--- config.mk ---
export PLATFORM = sky130hd
export DESIGN_NAME = stopwatch_bcd_display_flat
export DESIGN_NICKNAME = d
export VERILOG_FILES = /design/src/rtl/stopwatch_bcd_display_pkg.sv /design/src/rtl/stopwatch_bcd_display_if.sv /design/src/rtl/stopwatch_bcd_display_bcd_mod60.sv /design/src/rtl/stopwatch_bcd_display.sv /design/src/flat_wrapper.sv
export SDC_FILE = /design/constraint.sdc
export NUM_CORES = 1
export LEC_CHECK = 0
export CELL_PAD_IN_SITES_DETAIL_PLACEMENT = 0
export CELL_PAD_IN_SITES_GLOBAL_PLACEMENT = 1
export CORE_MARGIN = 10
export CORE_UTILIZATION = 40
export CTS_CLUSTER_DIAMETER = 150
export DETAILED_ROUTE_END_ITERATION = 8
export PLACE_DENSITY = 0.76
export SKIP_LAST_GASP = 1
export SYNTH_ARGS = -nofsm -noshare
export SYNTH_HDL_FRONTEND = slang
export SYNTH_SLANG_ARGS = --single-unit
--- constraint.sdc ---
create_clock -name CP -period 3.4 [get_ports CP]
set_input_delay 0.51 -clock CP [delete_from_list [all_inputs] [get_ports CP]]
set_output_delay 0.51 -clock CP [all_outputs]
set_load 0.02 [all_outputs]
--- src/rtl/stopwatch_bcd_display_pkg.sv ---
// Purpose: shared types and constants for the mm:ss stopwatch and its 7-segment scan.
// Latency: none (types, constants and a pure function only).
// Backpressure: none; nothing here holds state.
package stopwatch_pkg;

    typedef enum logic [1:0] {
        IDLE  = 2'd0,
        RUN   = 2'd1,
        PAUSE = 2'd2
    } sw_state_t;

    // Active-low {dp,g,f,e,d,c,b,a}, dp off.
    localparam logic [7:0] SEG_LUT [0:9] = '{
        8'hC0, 8'hF9, 8'hA4, 8'hB0, 8'h99,
        8'h92, 8'h82, 8'hF8, 8'h80, 8'h90
    };
    localparam logic [7:0] SEG_BLANK = 8'hFF;

    // Scan order, right to left across the display.
    localparam logic [1:0] DIGIT_SS_ONES = 2'd0;
    localparam logic [1:0] DIGIT_SS_TENS = 2'd1;
    localparam logic [1:0] DIGIT_MM_ONES = 2'd2;
    localparam logic [1:0] DIGIT_MM_TENS = 2'd3;

    // Pattern for one BCD digit; dp_on pulls the (active-low) dp bit low.
    function automatic logic [7:0] seg_encode(input logic [3:0] digit, input logic dp_on);
        logic [7:0] pat;
        if (digit <= 4'd9) pat = SEG_LUT[digit];
        else               pat = SEG_BLANK;
        if (dp_on) pat[7] = 1'b0;
        return pat;
    endfunction

endpackage

--- src/rtl/stopwatch_bcd_display_if.sv ---
// Purpose: control inputs and display/count outputs of the stopwatch bundled as one port.
// Latency: none (wires only).
// Backpressure: none; all signals are pulses or levels with no handshake.
// master: drives tick/start_stop/clr, observes AN/SEG/mm/ss/running/wrap.
// slave : the stopwatch itself.
interface stopwatch_bcd_display_if;
    logic       tick;
    logic       start_stop;
    logic       clr;
    logic [3:0] AN;
    logic [7:0] SEG;
    logic [7:0] mm;
    logic [7:0] ss;
    logic       running;
    logic       wrap;

    modport master (
        output tick, start_stop, clr,
        input  AN, SEG, mm, ss, running, wrap
    );

    modport slave (
        input  tick, start_stop, clr,
        output AN, SEG, mm, ss, running, wrap
    );
endinterface

--- src/rtl/stopwatch_bcd_display_bcd_mod60.sv ---
// Purpose: two-digit BCD counter 00..59 with increment, synchronous clear and carry-out.
// Latency: val updates one CP after inc/clr; carry is combinational from inc and val.
// Backpressure: none; every inc is accepted.
// Ports: CP clock, CR async active-low reset, inc count enable, clr sync clear,
//        val {tens,ones} BCD, carry = inc while val is 59.
module bcd_mod60 (
    input  logic       CP,
    input  logic       CR,
    input  logic       inc,
    input  logic       clr,
    output logic [7:0] val,
    output logic       carry
);

    logic [7:0] val_q;
    logic [7:0] val_d;

    always_comb begin
        val_d = val_q;
        if (clr) begin
            val_d = 8'h00;
        end else if (inc) begin
            if (val_q[3:0] == 4'd9) begin
                val_d[3:0] = 4'd0;
                if (val_q[7:4] == 4'd5) val_d[7:4] = 4'd0;
                else                    val_d[7:4] = val_q[7:4] + 4'd1;
            end else begin
                val_d[3:0] = val_q[3:0] + 4'd1;
            end
        end
    end

    always_ff @(posedge CP or negedge CR) begin
        if (!CR) val_q <= 8'h00;
        else     val_q <= val_d;
    end

    assign val   = val_q;
    assign carry = inc && (val_q == 8'h59);

endmodule

--- src/rtl/stopwatch_bcd_display.sv ---
// Purpose: mm:ss BCD stopwatch with start/stop/clear, scanned onto a common-anode 4-digit display.
// Latency: counts, flags and display outputs are registered, visible one CP after the qualifying edge.
// Backpressure: none; tick/start_stop/clr are one-cycle pulses sampled every CP.
// Ports: CP clock, CR async active-low reset, bus (slave modport) carrying tick/start_stop/clr in
//        and AN/SEG/mm/ss/running/wrap out.
module stopwatch_bcd_display
    import stopwatch_pkg::*;
#(
    parameter int SCAN_DIV = 50000
) (
    input  logic                      CP,
    input  logic                      CR,
    stopwatch_bcd_display_if.slave    bus
);

    localparam int                SCAN_W    = $clog2(SCAN_DIV);
    localparam logic [SCAN_W-1:0] SCAN_LAST = SCAN_W'(SCAN_DIV - 1);

    // ---------------- run/pause FSM ----------------
    sw_state_t state_q;
    logic      running_q;

    always_ff @(posedge CP or negedge CR) begin
        if (!CR) begin
            state_q   <= IDLE;
            running_q <= 1'b0;
        end else if (bus.clr) begin
            state_q   <= IDLE;
            running_q <= 1'b0;
        end else if (bus.start_stop) begin
            case (state_q)
                IDLE:    begin state_q <= RUN;   running_q <= 1'b1; end
                RUN:     begin state_q <= PAUSE; running_q <= 1'b0; end
                PAUSE:   begin state_q <= RUN;   running_q <= 1'b1; end
                default: begin state_q <= IDLE;  running_q <= 1'b0; end
            endcase
        end
    end

    // ---------------- counters ----------------
    // Gated on the current state, so a tick coinciding with the pulse that leaves
    // RUN still counts while one coinciding with the pulse that enters RUN does not.
    logic       count_en;
    logic [7:0] ss_val;
    logic [7:0] mm_val;
    logic       sec_carry;
    logic       min_carry;

    assign count_en = (state_q == RUN) && bus.tick && !bus.clr;

    bcd_mod60 u_sec (
        .CP    (CP),
        .CR    (CR),
        .inc   (count_en),
        .clr   (bus.clr),
        .val   (ss_val),
        .carry (sec_carry)
    );

    bcd_mod60 u_min (
        .CP    (CP),
        .CR    (CR),
        .inc   (sec_carry),
        .clr   (bus.clr),
        .val   (mm_val),
        .carry (min_carry)
    );

    logic wrap_q;
    logic wrap_d;

    // Minutes carry only fires on the 59:59 -> 00:00 step.
    assign wrap_d = min_carry;

    // ---------------- display scan ----------------
    logic [SCAN_W-1:0] scan_cnt_q, scan_cnt_d;
    logic [1:0]        digit_idx_q, digit_idx_d;
    logic [3:0]        an_q, an_d;
    logic [7:0]        seg_q, seg_d;
    logic [3:0]        digit_sel;

    always_comb begin
        scan_cnt_d  = scan_cnt_q + SCAN_W'(1);
        digit_idx_d = digit_idx_q;
        if (scan_cnt_q == SCAN_LAST) begin
            scan_cnt_d  = '0;
            digit_idx_d = digit_idx_q + 2'd1;
        end
    end

    // AN and SEG are both derived from the next index so they switch on the same edge.
    always_comb begin
        digit_sel = 4'd0;
        case (digit_idx_d)
            DIGIT_SS_ONES: digit_sel = ss_val[3:0];
            DIGIT_SS_TENS: digit_sel = ss_val[7:4];
            DIGIT_MM_ONES: digit_sel = mm_val[3:0];
            DIGIT_MM_TENS: digit_sel = mm_val[7:4];
            default:       digit_sel = 4'd0;
        endcase
        an_d  = ~(4'b0001 << digit_idx_d);
        seg_d = seg_encode(digit_sel, digit_idx_d == DIGIT_MM_ONES);
    end

    always_ff @(posedge CP or negedge CR) begin
        if (!CR) begin
            scan_cnt_q  <= '0;
            digit_idx_q <= 2'd0;
            an_q        <= 4'b1110;
            seg_q       <= 8'hC0;
            wrap_q      <= 1'b0;
        end else begin
            scan_cnt_q  <= scan_cnt_d;
            digit_idx_q <= digit_idx_d;
            an_q        <= an_d;
            seg_q       <= seg_d;
            wrap_q      <= wrap_d;
        end
    end

    assign bus.AN      = an_q;
    assign bus.SEG     = seg_q;
    assign bus.mm      = mm_val;
    assign bus.ss      = ss_val;
    assign bus.running = running_q;
    assign bus.wrap    = wrap_q;

endmodule

--- src/flat_wrapper.sv ---
// flat-port wrapper written by rule: the top's interface ports become plain ports
module stopwatch_bcd_display_flat import stopwatch_pkg::*;
#(
    parameter int SCAN_DIV = 50000
)
  (CP, CR, bus_tick, bus_start_stop, bus_clr, bus_AN, bus_SEG, bus_mm, bus_ss, bus_running, bus_wrap);
  stopwatch_bcd_display_if bus_i ();
  input  logic CP;
  input  logic CR;
  input wire logic [$bits(bus_i.tick)-1:0] bus_tick;
  input wire logic [$bits(bus_i.start_stop)-1:0] bus_start_stop;
  input wire logic [$bits(bus_i.clr)-1:0] bus_clr;
  output wire logic [$bits(bus_i.AN)-1:0] bus_AN;
  output wire logic [$bits(bus_i.SEG)-1:0] bus_SEG;
  output wire logic [$bits(bus_i.mm)-1:0] bus_mm;
  output wire logic [$bits(bus_i.ss)-1:0] bus_ss;
  output wire logic [$bits(bus_i.running)-1:0] bus_running;
  output wire logic [$bits(bus_i.wrap)-1:0] bus_wrap;
  assign bus_i.tick = bus_tick;
  assign bus_i.start_stop = bus_start_stop;
  assign bus_i.clr = bus_clr;
  assign bus_AN = bus_i.AN;
  assign bus_SEG = bus_i.SEG;
  assign bus_mm = bus_i.mm;
  assign bus_ss = bus_i.ss;
  assign bus_running = bus_i.running;
  assign bus_wrap = bus_i.wrap;
  stopwatch_bcd_display #(.SCAN_DIV(SCAN_DIV)) u_core (.CP(CP), .CR(CR), .bus(bus_i));
endmodule
==> summary by stage, run 1 <==
Outcome
The flow ran to the end, and the final reports show no timing, DRC or antenna violations.

Timing
The sum of negative setup slack is 0 ns. Of the available clock period, the critical path in the final layout requires 0.877. The final number of max-transition violations was 0. Hold is met by 0.420 ns. The final critical-path setup slack is 0.417 ns. Setup violations remaining at the end of the flow were counted as 0. Setup repair after global routing left no endpoint under its margin. Clock skew on the completed layout was measured at between 0.007 and 0.008 ns.

The transition time at the pin with the least slew margin is 1.11 ns. The achievable frequency is ~340 MHz. The routed design could run at a clock period as short as 2.98 ns. The max-slew headroom at the worst pin is 0.260. The number of hold violations in the final report came to 0.

Clock network
CTS saw 48 sinks. After clock tree synthesis, the clock-pin slew on the worst setup and hold paths is 0.09 ns. TritonCTS built the clock tree. The post-cts resize count is 0. The number of setup buffers added after CTS is 0. The clock root buffer is sky130_fd_sc_hd__clkbuf_8. After clock tree synthesis, the flow added hold-fix buffers numbering 0. The number of clock buffers inserted by TritonCTS is 5. The clock tree synthesis step divided the H-tree into 2 levels. The worst-skew pair later-pin latency is 0.30 ns. The clock tree buffer depth is 2.

Route
The routed via count is roughly 2000. Dividing the detail-routed via count by the number of cells gives 5.25. For this run, design rule violations remaining after detail routing come to 0. The routed wire length is 5570 µm. The number of design-rule violations left by the first detailed-router iteration is 157. The average routed wire per standard cell is around 14 µm. Before antenna repair, the detailed router went through 4 iterations. The detail route stage leaves a number of antenna-violating nets equal to 0.

Synthesis
In this run the cell area of the synthesized design comes to 2660 µm². The number of nets handed over by synthesis was 292. The number of distinct standard cells referenced by the synthesized netlist is 49. The number of instances in the synthesized netlist is 271. The sequential fraction of the synthesis area is 0.454.

Yosys printed 0 warnings. Averaged over all synthesized cells, the footprint is 9.81 µm². The synthesized design contains 48 register bits.

Final layout
The net count of the finished layout is 330. The number of antenna diodes in the final layout is 0. The count of filler cells inserted in the layout is 607.

The fraction of final layout cells with drive strength greater than 1 is 0.0871. The top cell types in the final layout, fill and taps aside, are sky130_fd_sc_hd__dfrtp_1 (44), sky130_fd_sc_hd__nor2_1 (42), sky130_fd_sc_hd__clkdlybuf4s50_1 (33). The layout-stage area growth over the synthesis result is 20.0%. The area of all sequential standard cells is 1210 µm².

The commonest non-fill, non-tap cell in the layout is sky130_fd_sc_hd__dfrtp_1. The finished layout holds 387 standard cells, fillers aside. Summing all multi-input logic gate instances after layout gives 1370 µm².

Worst setup path
The worst register-to-register path ends at u_core.bus.SEG[4]$_DFF_PN0_. The worst setup path is captured at a flop. The most critical setup path has its startpoint at u_core.scan_cnt_q[5]$_DFF_PN0_. Counting buffers and inverters, the worst setup path is 11 cells deep. The start-to-end type of the worst setup path is reg2reg.

The critical path goes through or4b_4 -> nor4_4 -> buf_4 -> nor4_1 -> nor3_1 -> and2_1 -> inv_1 -> ha_1 -> nor2_1 -> nand2_2 -> a32oi_1. The arrival time at the worst endpoint is 3.20 ns. Among all stages on the critical path, the largest delay is contributed by sky130_fd_sc_hd__or4b_4. In this run the critical register-to-register path is launched from u_core.scan_cnt_q[5]$_DFF_PN0_. The number of buffer and inverter instances along the worst setup path is 2. Grouping stages by cell kind, the critical path spends the most delay in simple AND/OR/NAND/NOR gates. Of all nets on the critical path, the largest fanout is 12.

The register-to-register path setup slack is between 0.4 and 0.5 ns. STA classifies the critical path startpoint as a flop. The number of cell instances on the worst register-to-register path is 11. The largest stage delay on the critical path is roughly 0.55 ns. The required arrival time at the worst endpoint is 3.62 ns.

The critical path ends at u_core.bus.SEG[4]$_DFF_PN0_.

GRT
The number of global-route vias before repair came to 2051. The initial antenna violation count is 0. In this run the most used layer during global routing was met2.

The total global-route track usage is 0.113. For this run, global-route usage on met3 was measured as 0.0422. The wire length of the first global-routing pass is 9570 µm. Summed over all layers, the global routing overflow is 0. The maximum number of pins on one net before global-route repair is 49. The met2 global-route usage is 0.173. For this run, global-route usage on met1 was measured as 0.144.

Placed design
Once placement completed, the tool counted placed cells totaling 379. The number of I/O port buffers is 34. The HPWL reported at the end of detailed placement is 3950 µm.

Routability-driven placement finished with a final weighted congestion of 0.893. Timing analysis after detailed placement gives a worst setup slack of 0.444 ns.

Floorplanning
The number of core rows is 29. From left edge to right edge, the die measures 102 µm. For this configuration, the core starts out at a cell density of 0.416.

The die covers 10300 µm². 35 I/O pins were placed. The die is ~100 µm tall. The core footprint is 6390 µm².

Power
In this run the power density over the cells is 332 nW/µm². Across the VDD grid, the largest voltage drop is 168 µV. The leakage power is around 1.4 nW.

Worst hold path
The min-delay analysis places its worst path in the category in2async.

Flow run
Across the run, the number of max-cap violations was 0.
-- cell families after synthesis --
family                   after synthesis  share of synthesized area
AO/OA/AOI/OAI                         42                      0.107
XOR/XNOR                              16                     0.0598
AND/OR/NAND/NOR                      128                      0.256
buffers and inverters                 16                     0.0296
flip-flops                            48                      0.454
multiplexers                           5                     0.0188
adder cells (fa/ha/maj)               16                     0.0753
-- state kept, by name, indices dropped and copies added, names as in the netlist --
register	flops
u_core.state_q	2
u_core.scan_cnt_q	16
u_core.u_min.val	8
u_core.digit_idx_q	2
u_core.u_sec.val	8
u_core.bus.SEG	8
u_core.bus.wrap	1
u_core.bus.AN	3
-- cells in the mapped netlist (all sizes together) --
cell	number	share of area
or3	2	0.0047
clkbuf	5	0.0071
nand4b	2	0.0066
o221ai	2	0.0066
buf	4	0.013
xnor2	6	0.020
o21bai	1	0.0028
and2	2	0.0047
o21ai	9	0.017
a21o	1	0.0028
nand3b	4	0.011
a32oi	1	0.0033
or2	1	0.0024
nor2b	2	0.0047
dfstp	4	0.040
a211oi	1	0.0075
nor3	12	0.023
nor4	5	0.020
dfrtp	44	0.41
nand2b	5	0.012
o211ai	1	0.0028
inv	7	0.0099
a21bo	1	0.0038
mux2i	5	0.019
xor2	10	0.040
or4b	1	0.0052
and3b	3	0.0099
and3	8	0.019
a21oi	14	0.028
a211o	1	0.0038
a311oi	1	0.0033
a31oi	2	0.0047
nand3	12	0.023
o21a	3	0.0085
nor2	42	0.059
nand4bb	2	0.0085
or4	3	0.0085
o21ba	1	0.0038
o31ai	3	0.0085
ha	16	0.075
nor3b	2	0.0056
nand2	20	0.029
-- final cells by class --
class                           count  share of cell area
Inverter                            7             0.00824
Sequential cell                    48               0.378
Clock inverter                      2              0.0110
Timing Repair Buffer               40               0.119
Multi-Input combinational cell    207               0.431
Tap cell                           77              0.0302
Clock buffer                        6              0.0227
-- metal layers --
| metal | wire length, µm | vias to the layer above |
|---|---|---|
| li1 | - | 1019 |
| met1 | 2700 | 960 |
| met2 | 2400 | 49 |
| met3 | 397 | 5 |
| met4 | 71 | 0 |
| met5 | 0 | - |
-- worst register-to-register path, cell delays in order, from the launching register on --
cell and delay, ns:
sky130_fd_sc_hd__dfrtp_1 0.44, sky130_fd_sc_hd__or4b_4 0.55, sky130_fd_sc_hd__nor4_4 0.24, sky130_fd_sc_hd__buf_4 0.24, sky130_fd_sc_hd__nor4_1 0.07, sky130_fd_sc_hd__nor3_1 0.29
sky130_fd_sc_hd__and2_1 0.26, sky130_fd_sc_hd__inv_1 0.10, sky130_fd_sc_hd__ha_1 0.21, sky130_fd_sc_hd__nor2_1 0.16, sky130_fd_sc_hd__nand2_2 0.11, sky130_fd_sc_hd__a32oi_1 0.22
-- stage by stage --
stage                util  power [mW]  area [µm²]
floorplan               -       0.626        2660
global placement    0.483       0.663        3080
detailed placement  0.483       0.664        3080
CTS                 0.500        1.08        3190
global route        0.500        1.11        3190
finish              0.500        1.06        3190
-- where the power goes --
part,switching (mW),internal [mW],total (mW)
combinational,0.0410,0.0274,0.0683
sequential,0.00546,0.577,0.583
clock,0.190,0.218,0.408
-- worst min-delay path by stage --
stage,startpoint,to,slack [ns],cells past startpoint
2_1_floorplan,CR,u_core.bus.AN[0]$_DFF_PN0_,0.21,0
3_3_place_gp,u_core.scan_cnt_q[0]$_DFF_PN0_,u_core.scan_cnt_q[0]$_DFF_PN0_,0.45,1
3_5_place_dp,u_core.scan_cnt_q[0]$_DFF_PN0_,u_core.scan_cnt_q[0]$_DFF_PN0_,0.45,1
4_1_cts,CR,u_core.scan_cnt_q[10]$_DFF_PN0_,0.45,1
5_1_grt,CR,u_core.scan_cnt_q[9]$_DFF_PN0_,0.49,1
6_report,CR,u_core.scan_cnt_q[10]$_DFF_PN0_,0.42,1
Power figures use the tool's default switching activity.
==> inputs of run 2 (changes only) <==
- CAP_MARGIN: not set -> 20
- CORE_UTILIZATION: 40 -> 38
- clock period: 3.4 -> 2.4 ns (I/O delays scaled with it)
==> summary by stage, run 2 (synthesis results as in run 1) <==
Outcome
The run finished, with violations left. The final reports fail on negative setup slack.

Placed design
The instance area at placement is 3400 µm² (+10%). The number of I/O port buffers is 34 (unchanged). The HPWL reported at the end of detailed placement is 4230 µm (+7.0%). The routability congestion estimate came to 0.772 (-14%).

The number of placed instances, taps included is 429 (+13%).

Timing
The transition time at the pin with the least slew margin came to 0.614 ns (-0.496 ns). The final count of negative-setup-slack endpoints came to 6 (+6). The worst clock skew is 0.00554 ns (-0.00162 ns). The share of the clock period used by the worst path after layout came to 1.03 (+0.157).

The final critical-path setup slack came to -0.0820 ns (-0.499 ns). The max-slew headroom at the worst pin came to 0.591 (+0.331). The final number of max-transition violations is 0 (unchanged). The achievable frequency is 403 MHz (+20%). The time the worst path needs with I/O delays and setup is 2.48 ns (-0.501 ns). The sum of negative setup slack was -0.284 ns (-0.284 ns). The number of hold violations in the final report is 0 (unchanged).

Setup repair after global routing could not meet its margin everywhere.

Clock network
The number of clock buffers inserted by TritonCTS is 5 (unchanged). The TritonCTS clock tree is done. The clock slew seen by the registers of the worst setup and hold paths is 0.09 ns (about the same). The hold buffer count at CTS was 0 (unchanged). The tree is rooted in a sky130_fd_sc_hd__clkbuf_8.

The clock tree buffer depth is 2 (unchanged). The worst-skew pair later-pin latency is 0.30 ns (about the same). The total number of H-tree levels is 2 (unchanged). The number of sinks driven by the clock tree was 48 (unchanged).

Worst setup path
The number of cell instances on the worst register-to-register path is 11 (unchanged). STA classifies the critical path endpoint as a flop. The number of cells on the critical path was 11 (unchanged). The register-to-register path setup slack is -0.08 ns (-0.50 ns). The slowest library cell on the worst path is sky130_fd_sc_hd__or4b_4. The required arrival time at the worst endpoint is 2.62 ns (-1.00 ns).

The launch point of the worst path is u_core.scan_cnt_q[7]$_DFF_PN0_. The start-to-end type of the worst setup path is reg2reg. The type of element launching the critical path is a flop. Among the stages of the critical path, the cell type that occurs most often is sky130_fd_sc_hd__nor3_2. The largest stage delay on the critical path came to 0.56 ns (about the same). The arrival time at the worst endpoint came to 2.70 ns (-0.50 ns).

The worst register-to-register path begins at u_core.scan_cnt_q[7]$_DFF_PN0_. The highest net fanout along the worst path is 5 (-7). The category of cells accounting for the largest share of critical-path delay is simple AND/OR/NAND/NOR gates. The number of buffer and inverter instances along the worst setup path came to 2 (unchanged). The last element of the critical path is u_core.bus.SEG[4]$_DFF_PN0_. The signal on the critical path passes through or4b_4 -> nor4_4 -> buf_6 -> nor3_2 -> nor3_2 -> and2_4 -> inv_4 -> ha_4 -> nor2_4 -> nand2_4 -> a32oi_2. The worst register-to-register path ends at u_core.bus.SEG[4]$_DFF_PN0_.

GRT
The maximum number of pins on one net before global-route repair came to 49 (unchanged). The initial antenna violation count came to 0 (unchanged). The number of global-route vias before repair was 2210 (+7.8%).

The total global-route track usage is 0.112 (-0.00140). The wire length of the first global-routing pass is 10300 µm (+7.4%). The remaining global-route overflow is 0 (unchanged).

Final layout
The commonest non-fill, non-tap cell in the layout is sky130_fd_sc_hd__dfrtp_1. The flip-flop count of the largest register, all copies and words added came to 16 (unchanged). The count of placed standard cells in the final layout, fillers left out is 443 (+14%). The library cells used most frequently in the layout, excluding fill and tap cells, are sky130_fd_sc_hd__dfrtp_1 (44), sky130_fd_sc_hd__nor2_1 (41), sky130_fd_sc_hd__buf_4 (40). The count of filler cells inserted in the layout is 659 (+8.6%).

The final-stage net count is 367 (+11%). The area of all placed cells without fillers is 3590 µm² (+12%). The fraction of final layout cells with drive strength greater than 1 came to 0.219 (+0.132).

The diode insertion count for antenna repair is 0 (unchanged). Relative to the synthesized area, the layout overhead comes to 35.0%. Ranked by flip-flop count, first place goes to u_core.scan_cnt_q. The final core area utilization is 0.528 (+0.0286).

Floorplanning
The starting density of the core is 0.391 (-0.0250). The number of core rows is 30 (+3.4%). The die span in y is 104 µm (+2.1%). The width of the die is 104 µm (+2.1%).

The floorplan die area is 10700 µm² (+4.2%). The core footprint is 6790 µm² (+6.4%). The count of pins on the block boundary was 35 (unchanged).

Power
The leakage power is 1.67 nW (+15%). The share of total power in the clock network was 0.361 (-0.024). The internal cell power was 1.13 mW (+37%). The worst-case vdd ir drop is 196 µV (+17%).

The relative contribution of combinational cells to total power was 0.077 (+0.012). The proportion of total power due to net switching is 0.230 (+0.00700). The power density normalized to cell area is 409 nW/µm² (+23%).

The relative contribution of sequential cells to total power is 0.562 (+0.012). The reported net switching power is 0.338 mW (+43%).

Route
The post-route DRC violation count is 0 (unchanged). The routed via count was 2189 (+7.7%). The detailed-router iteration count before antenna repair is 4 (unchanged). The post-detailed-route via-to-cell ratio is 4.94 (-5.9%). The routed wire length is 5940 µm (+6.6%). The average routed wire per standard cell is 13.4 µm (-6.8%). The number of design-rule violations left by the first detailed-router iteration is 129 (-18%). The remaining antenna violation count after routing is 0 (unchanged).

Flow run
The total of max-cap violations was 0 (unchanged).

Worst hold path
The class of the tightest hold or removal check is in2async.
run 2: final cells by class:
| type | count | area [µm²] | area share |
|---|---|---|---|
| clock buffers | 8 | 100 | 0.0279 |
| inverters | 7 | 28.8 | 0.00802 |
| multi-input cells | 207 | 1460 | 0.406 |
| flip-flops and latches | 48 | 1210 | 0.336 |
| well taps | 96 | 120 | 0.0335 |
| repair buffers | 77 | 678 | 0.189 |
run 2: power groups by stage:
stage	combinational (mW)	clock [mW]	sequential [mW]
after floorplan	0.0418	0	0.852
after global placement	0.109	0	0.842
after detailed placement	0.111	0	0.842
after CTS	0.115	0.547	0.826
after global routing	0.128	0.583	0.828
final	0.114	0.530	0.826
run 2: timing repair:
item,CTS,global route
setup endpoints to repair,7,7
gates cloned,0,0
setup buffers,5,1
pin swaps,12,6
resized for setup,6,3
hold endpoints to repair,0,0
run 2: worst min-delay path by stage:
stage / to / slack [ns] / cells after the start
after detailed placement: u_core.scan_cnt_q[13]$_DFF_PN0_ / 0.48 / 1
after floorplan: u_core.bus.AN[0]$_DFF_PN0_ / 0.06 / 0
after global routing: u_core.scan_cnt_q[10]$_DFF_PN0_ / 0.21 / 2
after global placement: u_core.scan_cnt_q[13]$_DFF_PN0_ / 0.47 / 1
final: u_core.scan_cnt_q[10]$_DFF_PN0_ / 0.15 / 2
after CTS: u_core.scan_cnt_q[3]$_DFF_PN0_ / 0.18 / 2
run 2: layer usage:
metal / global-route usage / share of wire / vias up
met1: 0.139 / 0.48 / 1055
met4: 0.0353 / 0.011 / 0
li1: - / - / 1092
met2: 0.170 / 0.44 / 37
met3: 0.0471 / 0.066 / 5
met5: 0 / 0 / -
run 2: through the flow:
step	power, mW	hold slack [ns]	setup slack [ns]
after CTS	1.49	0.178	-0.168
after global routing	1.54	0.209	-0.252
after floorplan	0.893	0.0644	-0.120
final	1.47	0.150	-0.0820
after detailed placement	0.953	0.478	-0.218
after global placement	0.951	0.470	-0.115
==> inputs of run 3 (changes only) <==
- CAP_MARGIN: 20 -> 10
==> results of run 3 <==
Same layout as run 2: the final DEF is identical, and so are final timing and power.
